`config.mk`:
```
export PLATFORM = sky130hd
export DESIGN_NAME = rx_packet_reader
export DESIGN_NICKNAME = d
export VERILOG_FILES = /design/src/rtl/rx_packet_reader.sv
export SDC_FILE = /design/constraint.sdc
export NUM_CORES = 1
export LEC_CHECK = 0
export CAP_MARGIN = 20
export CORE_MARGIN = 1.5
export CORE_UTILIZATION = 59
export CTS_CLUSTER_DIAMETER = 60
export DETAILED_ROUTE_END_ITERATION = 12
export HOLD_SLACK_MARGIN = 0.08
export MAX_ROUTING_LAYER = met4
export PLACE_DENSITY = 0.88
export RECOVER_POWER = 25
export SLEW_MARGIN = 15
export SYNTH_ARGS = -nofsm -noshare
export SYNTH_HDL_FRONTEND = slang
export SYNTH_SLANG_ARGS = --single-unit
```
`constraint.sdc`:
```
create_clock -name clock -period 6.8 [get_ports clock]
set_input_delay 2.04 -clock clock [delete_from_list [all_inputs] [get_ports clock]]
set_output_delay 2.04 -clock clock [all_outputs]
set_load 0.05 [all_outputs]
```
`src/rtl/rx_packet_reader.sv`:
```
// Reads each completed page from the receiver's ping-pong sample RAM and streams
// it as a framed byte sequence (8-byte header + 6*WORDS payload bytes).
module rx_packet_reader #(
  parameter int          WORDS = 82,
  parameter logic [7:0]  SYNC0 = 8'hEF,
  parameter logic [7:0]  SYNC1 = 8'hFE,
  parameter logic [7:0]  PTYPE = 8'h01
) (
  input  logic        clock,
  input  logic        reset,
  input  logic        mem_block,
  output logic [7:0]  rd_addr,
  input  logic [47:0] rd_data,
  output logic [7:0]  out_data,
  output logic        out_valid,
  input  logic        out_ready,
  output logic        out_last,
  output logic        busy,
  output logic [7:0]  overrun_cnt
);

  localparam logic [6:0] LAST_W  = 7'(WORDS - 1);
  localparam logic [7:0] WORDS_B = 8'(WORDS);

  typedef enum logic [1:0] {S_IDLE, S_HDR, S_PAY} state_t;

  state_t      state_q, state_d;
  logic        blk_q;
  logic        page_q, page_d;
  logic [6:0]  addr_w_q, addr_w_d;
  logic [6:0]  cur_w_q, cur_w_d;
  logic [2:0]  hcnt_q, hcnt_d;
  logic [2:0]  bcnt_q, bcnt_d;
  logic [1:0]  phase_q, phase_d;
  logic [47:0] shift_q, shift_d;
  logic [31:0] seq_q, seq_d;
  logic        pend_q, pend_d;
  logic        pend_page_q, pend_page_d;
  logic [7:0]  ovr_q, ovr_d;
  logic        toggle;
  logic        start;
  logic        start_page;
  logic        toggle_taken;

  assign toggle      = mem_block ^ blk_q;
  assign rd_addr     = {page_q, addr_w_q};
  assign overrun_cnt = ovr_q;

  always_ff @(posedge clock) begin
    if (reset) begin
      state_q     <= S_IDLE;
      blk_q       <= mem_block;
      page_q      <= 1'b0;
      addr_w_q    <= '0;
      cur_w_q     <= '0;
      hcnt_q      <= '0;
      bcnt_q      <= '0;
      phase_q     <= '0;
      shift_q     <= '0;
      seq_q       <= '0;
      pend_q      <= 1'b0;
      pend_page_q <= 1'b0;
      ovr_q       <= '0;
    end else begin
      state_q     <= state_d;
      blk_q       <= mem_block;
      page_q      <= page_d;
      addr_w_q    <= addr_w_d;
      cur_w_q     <= cur_w_d;
      hcnt_q      <= hcnt_d;
      bcnt_q      <= bcnt_d;
      phase_q     <= phase_d;
      shift_q     <= shift_d;
      seq_q       <= seq_d;
      pend_q      <= pend_d;
      pend_page_q <= pend_page_d;
      ovr_q       <= ovr_d;
    end
  end

  always_comb begin
    state_d      = state_q;
    page_d       = page_q;
    addr_w_d     = addr_w_q;
    cur_w_d      = cur_w_q;
    hcnt_d       = hcnt_q;
    bcnt_d       = bcnt_q;
    phase_d      = phase_q;
    shift_d      = shift_q;
    seq_d        = seq_q;
    pend_d       = pend_q;
    pend_page_d  = pend_page_q;
    ovr_d        = ovr_q;
    start        = 1'b0;
    start_page   = mem_block;
    toggle_taken = 1'b0;

    case (state_q)
      S_IDLE: begin
        if (toggle) begin
          start        = 1'b1;
          toggle_taken = 1'b1;
        end
      end
      S_HDR: begin
        // Word 0 is read during the header: address it, then capture it a cycle later.
        if (phase_q == 2'd0) begin
          addr_w_d = 7'd1;
          phase_d  = 2'd1;
        end else if (phase_q == 2'd1) begin
          shift_d = rd_data;
          phase_d = 2'd2;
        end
        if (out_ready) begin
          hcnt_d = hcnt_q + 3'd1;
          if (hcnt_q == 3'd7) state_d = S_PAY;
        end
      end
      S_PAY: begin
        if (out_ready) begin
          shift_d = {shift_q[39:0], 8'h00};
          bcnt_d  = bcnt_q + 3'd1;
          if (bcnt_q == 3'd5) begin
            bcnt_d = '0;
            if (cur_w_q == LAST_W) begin
              seq_d = seq_q + 32'd1;
              if (pend_q) begin
                start       = 1'b1;
                start_page  = pend_page_q;
                pend_d      = 1'b0;
              end else if (toggle) begin
                start        = 1'b1;
                toggle_taken = 1'b1;
              end else begin
                state_d = S_IDLE;
              end
            end else begin
              shift_d = rd_data;
              cur_w_d = cur_w_q + 7'd1;
              if (addr_w_q < LAST_W) addr_w_d = addr_w_q + 7'd1;
            end
          end
        end
      end
      default: state_d = S_IDLE;
    endcase

    // Evaluated after any pending consumption at frame end.
    if (toggle && !toggle_taken) begin
      if (!pend_d) begin
        pend_d      = 1'b1;
        pend_page_d = mem_block;
      end else if (ovr_q != 8'hFF) begin
        ovr_d = ovr_q + 8'd1;
      end
    end

    if (start) begin
      state_d  = S_HDR;
      page_d   = start_page;
      addr_w_d = '0;
      cur_w_d  = '0;
      hcnt_d   = '0;
      bcnt_d   = '0;
      phase_d  = '0;
    end
  end

  always_comb begin
    out_valid = (state_q != S_IDLE);
    busy      = (state_q != S_IDLE);
    out_last  = 1'b0;
    out_data  = 8'h00;
    case (state_q)
      S_HDR: begin
        case (hcnt_q)
          3'd0:    out_data = SYNC0;
          3'd1:    out_data = SYNC1;
          3'd2:    out_data = PTYPE;
          3'd3:    out_data = WORDS_B;
          3'd4:    out_data = seq_q[31:24];
          3'd5:    out_data = seq_q[23:16];
          3'd6:    out_data = seq_q[15:8];
          default: out_data = seq_q[7:0];
        endcase
      end
      S_PAY: begin
        out_data = shift_q[47:40];
        out_last = (bcnt_q == 3'd5) && (cur_w_q == LAST_W);
      end
      default: ;
    endcase
  end

endmodule

```
==> impl_metrics.py, run 1 <==
metrics = {
    "clock_tree": {
        "htreeDepth": 4,
        "insertion_delay_ps": 520,
        "cts_tree": "built",
        "cts_hold_buf": 0,
        "clk_pin_slew_worst_paths_ps": 60,
        "tritoncts.num_buffers": 17,
        "clock-sinks": 116,
        "post_cts_resized": 0,
        "root_buffer": "clkbuf_8",
        "cts_setup_buffers": 0,
        "ctsLongestPathBuffers": 2,
    },
    "sta": {
        "fmax_mhz": 172,
        "worst_pin_slew_ps": 2320,
        "grt_setup_unrepaired": "no",
        "period_needed_ps": 5800,
        "slew_violations": 70,
        "period_share": 0.853,
        "tns_ps": 0,
        "finalSetupViolations": 0,
        "skew_ps": 7.88,
        "relSlewSlack": -0.558,
        "hold_violations": 0,
    },
    "worst_setup_path": {
        "crit_path_max_fanout": 12,
        "endpoint_kind": "output port",
        "cp_data_arrival_time_ps": 3760,
        "cp.required_ps": 4760,
        "critPathLaunchType": "flip-flop",
        "r2r-start": "state_q[0]$_SDFFE_PP0P_",
        "timing.critical_path.from": "hcnt_q[2]$_SDFFE_PP0P_",
        "crit_type": "flip-flop to output port",
    },
    "placement": {
        "place_hpwl_mm": 10.6,
        "dp_cells": 887,
        "gp_congestion": 0.949,
        "portBuffers": 78,
    },
    "yosys": {
        "ys.flop_type": "dfxtp_1",
        "synthCells": 723,
        "syn_avg_cell_area_um2": 7.99,
        "yosys.area.top_type": "dfxtp_1",
        "yosys.cell_count.top_type": "nand2_1",
        "synthArstFlopShare": 0,
        "synth_edf_count": 0,
        "synth_common_cells": "128 x nand2_1, 116 x dfxtp_1, 81 x nor2_1, 44 x a21oi_1, 42 x a311oi_1",
        "synth_top_area_share": 0.402,
        "ys_seq_area_frac": 0.402,
        "synth_cell_types": 59,
        "synthesis.area_um2": 5780,
        "syn_nets": 789,
        "synth_seq_cells": 116,
        "synthTopCellsByArea": "dfxtp_1 40%, nand2_1 8.3%, a311oi_1 6.4%, nor2_1 5.3%, a21oi_1 3.8%",
        "yosys_warnings": 0,
    },
    "global_routing": {
        "grt_pass1_wl_mm": 25.6,
        "antenna_found_initial": 0,
        "grt_max_degree": 94,
        "grtUsageTotal": 0.324,
        "grt_pass1_vias": 5324,
        "grt_overflow": 0,
    },
    "power_and_ir_drop": {
        "power_leakage_nw": 2.51,
        "total_power_mw": 1.86,
        "ir_drop_v": 0.000171,
        "powerDensity_nw_per_um2": 260,
    },
    "layout": {
        "fin_cells": 918,
        "fillCellCount": 666,
        "diodes": 0,
        "layout-drive-gt1-share": 0.0570,
        "seqCellArea_um2": 2320,
        "multi_input_area_um2": 3160,
        "areaGrowthSynthToFinish_pct": 23.5,
        "fin_nets": 844,
    },
    "hold_path": {
        "hold_path_class": "flip-flop to flip-flop",
        "hold_start": "shift_q[3]$_SDFFE_PP0P_",
    },
    "status": {
        "status": "finished, violations left",
        "failed_checks": "max-capacitance violations, max-slew violations",
    },
    "die": {
        "die_area_um2": 10400,
        "core_um2": 9370,
        "fp.dieW_um": 102,
        "num_rows": 35,
        "die-height_um": 102,
        "start_util": 0.617,
        "io_pins": 79,
    },
    "drt": {
        "drtPass1Iterations": 6,
        "viasPerCell": 6.20,
        "first_iter_violations": 586,
        "vias": 5693,
        "final_antenna_net_count": 0,
        "drc": 0,
        "wl_per_cell_um": 17.3,
        "drt_wl_total_mm": 15.9,
    },
    "flow_run": {
        "cap_viol_max_count": 2,
    },
}
-- critical path, stage by stage, from the launching register on --
cell	delay [ps]
dfxtp_1	530
inv_1	170
ha_1	260
or4_1	680
o21a_1	220
nor2b_1	170
a31o_2	200
a21boi_0	170
clkdlybuf4s50_1	830
-- state kept, by name (all words and copies together) (netlist names) --
name and flops:
addr_w_q 7, hcnt_q 3, phase_q 2, shift_q 48
cur_w_q 7, seq_q 32, state_q 2, page_q 1
blk_q 1, overrun_cnt 8, bcnt_q 3, pend_q 1
pend_page_q 1
-- logic make-up after synthesis --
| family | after synthesis | synth area share |
|---|---|---|
| AOI/OAI and AO/OA | 165 | 0.194 |
| xor gates and xnor gates | 24 | 0.0364 |
| adders and majority gates | 14 | 0.0303 |
| buffers and inverters | 64 | 0.0455 |
| DFF | 116 | 0.402 |
| muxes | 4 | 0.00758 |
| and+or+nand+nor | 336 | 0.284 |
-- through the flow --
stage          setup slack, ps  hold slack, ps  area (µm²)  utilization
3_5_place_dp              1580             447        6560        0.700
5_1_grt                    755             474        7140        0.761
3_3_place_gp              1590             440        6560        0.700
2_1_floorplan             1520             432        5780            -
6_report                   999             456        7140        0.761
4_1_cts                   1030             454        7160        0.764
-- report_power, final --
group | leakage (nW) | internal (mW) | total, mW | switching, mW
combinational | 1.27 | 0.0852 | 0.203 | 0.118
sequential | 0.942 | 0.718 | 0.744 | 0.0253
clock | 0.296 | 0.607 | 0.912 | 0.304
total | 2.51 | 1.41 | 1.86 | 0.447
-- routing by layer --
| layer | part of all wire | GRT usage | vias to the layer above | routed length (µm) |
|---|---|---|---|---|
| li1 | - | - | 2714 | - |
| met1 | 0.41 | 0.386 | 2675 | 6460 |
| met2 | 0.50 | 0.535 | 250 | 7940 |
| met3 | 0.065 | 0.0643 | 54 | 1040 |
| met4 | 0.028 | 0.131 | 0 | 442 |
| met5 | 0 | - | - | 0 |
-- area by class of cell --
class | count | share of cell area
Multi-Input combinational cell | 543 | 0.443
Sequential cell | 116 | 0.325
Timing Repair Buffer | 82 | 0.115
Clock buffer | 20 | 0.0624
Tap cell | 129 | 0.0226
Clock inverter | 10 | 0.0219
Inverter | 18 | 0.00947
-- cell usage in the layout (no fill, tap or decap), types with 14 or more instances in the layout --
cell and n:
dlygate4sd3_1 17, a311oi_1 42, a21oi_1 43, nand3_1 26, xnor2_1 15, clkbuf_16 16, dfxtp_1 116, nand2_1 128
clkdlybuf4s50_1 60, nor2_1 81, ha_1 14, o21ai_0 33, nand4_1 19, inv_1 18, or3_1 22
-- path summary, 6_finish.rpt --
check / end / slack [ps] / cells after the start
worst max-delay path: out_data[6] / 1000 / 8
worst min-delay path: shift_q[3]$_SDFFE_PP0P_ / 460 / 2
worst max register to register: overrun_cnt[5]$_SDFFE_PP0P_ / 2520 / 7
worst min register to register: shift_q[3]$_SDFFE_PP0P_ / 460 / 2
Power figures use the tool's default switching activity.
==> run 2, diff against run 1 <==
ABC_AREA = 0   (was not set)
==> results of run 2 <==
Final layout, timing and power as in run 1 (identical DEF).
